--- src/rtl/vector_store_unit.sv ---
// vector_store_unit
//   Writeback stage behind the 4x4 matrix/dot-product datapath. Accepts one
//   packed WIDTH_V-bit vector plus a base byte address, then writes it
//   element by element (element 0 = MSB slice) into byte-wide data memory at
//   base, base+1, ... (address wraps silently). Pulses done_o once the last
//   element has been committed.
//
//   Optional feature macro: STORE_MASK_EN
//     When defined, adds in_mask_i; bit i enables the write of element i.
//     A masked-off element still occupies its address slot and its WRITE
//     cycle (mem_we_o=0), and advances in one cycle regardless of mem_ready_i.
//
// Ports
//   clk_i        clock, rising edge
//   rst_i        synchronous active-high reset; forces all outputs to 0
//   in_valid_i   in_data_i/in_addr_i valid
//   in_ready_o   unit idle and able to accept a vector
//   in_data_i    packed vector, element 0 at [WIDTH_V-1 -: BITS_INDEX]
//   in_addr_i    byte address of element 0
//   in_mask_i    (STORE_MASK_EN) per-element write enable
//   mem_we_o     memory write strobe
//   mem_addr_o   memory write address
//   mem_wdata_o  memory write data
//   mem_ready_i  memory accepts the write this cycle
//   busy_o       store in progress
//   done_o       one-cycle pulse, vector fully stored
module vector_store_unit #(
  parameter int WIDTH_V    = 128,
  parameter int BITS_INDEX = 8,
  parameter int ADDR_W     = 32
) (
  input  logic                            clk_i,
  input  logic                            rst_i,
  input  logic                            in_valid_i,
  output logic                            in_ready_o,
  input  logic [WIDTH_V-1:0]              in_data_i,
  input  logic [ADDR_W-1:0]               in_addr_i,
`ifdef STORE_MASK_EN
  input  logic [WIDTH_V/BITS_INDEX-1:0]   in_mask_i,
`endif
  output logic                            mem_we_o,
  output logic [ADDR_W-1:0]               mem_addr_o,
  output logic [BITS_INDEX-1:0]           mem_wdata_o,
  input  logic                            mem_ready_i,
  output logic                            busy_o,
  output logic                            done_o
);
  localparam int NUM_ELEMENTS = WIDTH_V / BITS_INDEX;
  localparam int IDX_W        = $clog2(NUM_ELEMENTS);

  localparam logic [1:0] S_IDLE  = 2'd0;
  localparam logic [1:0] S_WRITE = 2'd1;
  localparam logic [1:0] S_DONE  = 2'd2;

  logic [1:0]            state_q, state_d;
  logic [IDX_W-1:0]      idx_q, idx_d;
  logic [WIDTH_V-1:0]    data_q, data_d;
  logic [ADDR_W-1:0]     addr_q, addr_d;
`ifdef STORE_MASK_EN
  logic [NUM_ELEMENTS-1:0] mask_q, mask_d;
`endif

  logic                  cur_en;
  logic                  advance;
  logic                  last;
  logic [BITS_INDEX-1:0] elem;

`ifdef STORE_MASK_EN
  assign cur_en = mask_q[idx_q];
`else
  assign cur_en = 1'b1;
`endif

  assign elem    = data_q[WIDTH_V-1 - int'(idx_q)*BITS_INDEX -: BITS_INDEX];
  assign last    = (idx_q == IDX_W'(NUM_ELEMENTS-1));
  // A masked-off element never waits on memory: it only burns its slot.
  assign advance = (state_q == S_WRITE) && (mem_ready_i || !cur_en);

  always_comb begin
    state_d = state_q;
    idx_d   = idx_q;
    data_d  = data_q;
    addr_d  = addr_q;
`ifdef STORE_MASK_EN
    mask_d  = mask_q;
`endif
    case (state_q)
      S_IDLE: begin
        if (in_valid_i) begin
          data_d  = in_data_i;
          addr_d  = in_addr_i;
`ifdef STORE_MASK_EN
          mask_d  = in_mask_i;
`endif
          idx_d   = '0;
          state_d = S_WRITE;
        end
      end
      S_WRITE: begin
        if (advance) begin
          idx_d = idx_q + 1'b1;
          if (last) state_d = S_DONE;
        end
      end
      S_DONE:  state_d = S_IDLE;
      default: state_d = S_IDLE;
    endcase
  end

  always_ff @(posedge clk_i) begin
    if (rst_i) begin
      state_q <= S_IDLE;
      idx_q   <= '0;
      data_q  <= '0;
      addr_q  <= '0;
`ifdef STORE_MASK_EN
      mask_q  <= '0;
`endif
    end else begin
      state_q <= state_d;
      idx_q   <= idx_d;
      data_q  <= data_d;
      addr_q  <= addr_d;
`ifdef STORE_MASK_EN
      mask_q  <= mask_d;
`endif
    end
  end

  // Outputs decode registered state only; rst_i masks them so that nothing
  // is strobed during the reset cycle even if a store was in flight.
  assign in_ready_o  = !rst_i && (state_q == S_IDLE);
  assign busy_o      = !rst_i && (state_q != S_IDLE);
  assign done_o      = !rst_i && (state_q == S_DONE);
  assign mem_we_o    = !rst_i && (state_q == S_WRITE) && cur_en;
  assign mem_addr_o  = rst_i ? '0 : addr_q + ADDR_W'(idx_q);
  assign mem_wdata_o = rst_i ? '0 : elem;

endmodule
--- config.mk ---
export PLATFORM = sky130hd
export DESIGN_NAME = vector_store_unit
export DESIGN_NICKNAME = d
export VERILOG_FILES = /design/src/rtl/vector_store_unit.sv
export SDC_FILE = /design/constraint.sdc
export NUM_CORES = 1
export LEC_CHECK = 0
export CAP_MARGIN = 20
export CORE_MARGIN = 3
export CORE_UTILIZATION = 43
export CTS_CLUSTER_SIZE = 40
export DETAILED_ROUTE_END_ITERATION = 16
export PLACE_DENSITY_LB_ADDON = 0.15
export RECOVER_POWER = 50
export SETUP_SLACK_MARGIN = 0.15
export SLEW_MARGIN = 30
export SYNTH_ARGS = -nofsm -noshare
export SYNTH_HDL_FRONTEND = slang
export SYNTH_SLANG_ARGS = --single-unit
--- constraint.sdc ---
create_clock -name clk_i -period 4.1 [get_ports clk_i]
set_clock_uncertainty 0.1 [all_clocks]
set_input_delay 1.23 -clock clk_i [delete_from_list [all_inputs] [get_ports clk_i]]
set_output_delay 1.23 -clock clk_i [all_outputs]
set_load 0.02 [all_outputs]
==> flow_summary.toml <==
[timing]
setup-violations-final = 0
rsz0062_at_grt = "yes"
fin_ws_ns = 0.118
period_needed_ns = 3.98
hold_viol = 0
tightest_slew_ns = 2.09
slew_headroom = -0.391
finalCritPeriodShare = 0.971
slew_violations = 54
max_freq_mhz = 251

[route]
vias = 6439
drt_wl_total_um = 22300
drtPass1Iterations = 6
routed_via_density = 5.84
route.antenna.remaining_nets = 0
drcViolationCount = 0
avgRoutedWirePerCell_um = 20.2
dr.first_iter.drc_count = 616

[critical_path]
crit_type = "reg -> out"
crit_chain = "ha_4, inv_2, fa_2, nand2b_4, a21o_4, or4_4, a21oi_2, buf_6"
ff2ff_path_depth = 4
crit_slowest_cell = "or4_4"
cpPeakStageDelay_ns = 0.54
start_kind = "register"
endpoint_kind = "output pin"
critPathArrivalTime_ns = 2.65
required_ns = 2.77
path_max_fanout = 6

[finish]
antenna_cells = 0
num-nets-final = 1046
drive_gt1_frac = 0.195
area_growth_syn_to_layout_pct = 44.9
final_core_util = 0.648
final_area_um2 = 10400

[synthesis]
seq_area_frac_synth = 0.461
syn_nets = 852
synth_cell_type_count = 47
synth_seq_cells = 166
synth_enable_flop_cells = 0
netlist_area_um2 = 7200
synth_ff_type = "dfxtp_1"
async_reset_ff_frac = 0
yosysWarnings = 0
syn_inst = 682
avgSynthCellArea_um2 = 10.6

[status]
violations = "capacitance limit, slew limit"
outcome = "complete, but fails checks"

[power]
p_leak_nw = 3.94
vdd_drop_max_uv = 275
p_per_area_nw_per_um2 = 384

[global_route]
antenna_found_initial = 0
overflow = 0
grt_max_degree = 100
grt_pass1_vias = 6490
grt_use_total = 0.236
grt_pass1_wl_um = 34100

[hold_path]
hold_path_depth = 1
min_path_type = "reg -> reg"

[clocking]
worstSkewPairLatency_ns = 0.41
cts.htree.levels = 4
clk_pin_slew_worst_paths_ns = 0.06
numCtsBuffers = 17
cts_tree = "yes"
cts_root_buf = "clkbuf_16"
clock_path_buffers = 2
ctsHoldBuffers = 0
clock-sinks = 166

[placement]
dp.final_hpwl_um = 15200
place_area_um2 = 9610
gp_congestion = 0.833
preCtsSetupSlack_ns = -0.120
port_buffers = 207

[flow_run]
maxCapViolCount = 1

[die]
die_area_um2 = 18300
start_util = 0.447
die_x_um = 135
num_io_pins = 208
core_area_um2 = 16100
die_y_um = 135
core.rowCount = 46
## cell usage after synthesis (5+ instances only)
master | number | share of area
o31ai_1 | 16 | 0.017
nand3_1 | 6 | 0.0042
mux4_2 | 16 | 0.050
nand4_1 | 8 | 0.0069
o21ai_0 | 21 | 0.015
nand2_1 | 21 | 0.011
a22o_1 | 154 | 0.19
nor2_1 | 25 | 0.013
a21o_1 | 5 | 0.0052
a31o_2 | 8 | 0.0097
clkbuf_1 | 49 | 0.026
a21boi_0 | 8 | 0.0083
nor2b_1 | 13 | 0.011
buf_2 | 9 | 0.0063
a21oi_1 | 26 | 0.018
a32oi_1 | 8 | 0.0097
inv_1 | 8 | 0.0042
mux2_2 | 11 | 0.017
ha_1 | 5 | 0.0087
dfxtp_1 | 166 | 0.46
or4_1 | 16 | 0.017
buf_1 | 7 | 0.0036
a211oi_1 | 11 | 0.011
mux2i_1 | 25 | 0.035
## timing repair
| action | CTS | global route |
|---|---|---|
| endpoints found under the setup margin | 35 | 28 |
| gates cloned | 1 | 3 |
| pin swaps | 0 | 24 |
| gates resized for setup | 110 | 57 |
| buffers inserted | 0 | 1 |
## state kept, by name (all words and copies together), names as in the netlist
| signal | count |
|---|---|
| data_q | 128 |
| addr_q | 32 |
| state_q | 2 |
| idx_q | 4 |
## logic make-up (layout without fill, tap and decap cells)
group                    Yosys count  after routing  share of synthesized area
AO/OA/AOI/OAI                    260            263                      0.285
flip-flops                       166            166                      0.461
AND/OR/NAND/NOR                  117            117                     0.0912
buffers and inverters             75            276                     0.0419
multiplexers                      52             52                      0.102
adder cells (fa/ha/maj)            6              6                     0.0115
XOR/XNOR                           6              6                    0.00730
## critical path: cells and delay by family, from the launching register on
| family | cells | cell delay, ns |
|---|---|---|
| simple gates | 2 | 0.75 |
| flops | 1 | 0.35 |
| compound gates | 2 | 0.41 |
| fa+ha+maj | 2 | 0.56 |
| buf+inv | 2 | 0.17 |
## where the power goes
group	switching (W)	total [W]	internal, W	leakage (nW)
Sequential	0.0000755	0.00180	0.00173	1.37
Combinational	0.000266	0.000612	0.000346	2.29
Clock	0.000616	0.00159	0.000978	0.288
## stage by stage
step                      power [W]  TNS [ns]  std cells  hold slack, ns
after floorplan             0.00212         0        682           0.341
after global placement      0.00241    -0.184       1068           0.356
after detailed placement    0.00243    -0.839       1068           0.360
after CTS                   0.00402         0       1098           0.376
after global routing        0.00416         0       1102           0.386
final                       0.00401         0       1102           0.374
## layout by cell type (no fill, tap or decap), types with 13 or more instances in the layout
cell and n:
clkdlybuf4s50_1 168, dfxtp_1 161, a22o_1 154, buf_4 31, nor2_1 24, nand2_1 21
o21ai_0 20, mux2i_1 19, clkbuf_16 18, mux4_2 16, o31ai_1 16, a21oi_1 15
nor2b_1 13
## final timing paths
kind / start / end / slack (ns)
hold / removal: data_q[104] / data_q[104] / 0.37
setup reg to reg: state_q[1] / addr_q[16] / 1.11
hold reg to reg: data_q[104] / data_q[104] / 0.37
setup / recovery: addr_q[0] / mem_addr_o[12] / 0.12
## metal layers
metal  up-vias  global-route usage  part of all wire
li1       3046                   -                 -
met3        37              0.0505             0.062
met2       258               0.372              0.48
met5         -                   0                 0
met1      3098               0.319              0.44
met4         0              0.0868             0.024
## area by class of cell
class / count / area (um^2)
Sequential cell: 166 / 3330
Multi-Input combinational cell: 444 / 3870
Inverter: 8 / 30.0
Clock inverter: 9 / 128
Clock buffer: 20 / 457
Fill cell: 1279 / 5680
Tap cell: 216 / 270
Timing Repair Buffer: 239 / 2350
Note: power is estimated with default switching activity, not from simulation.
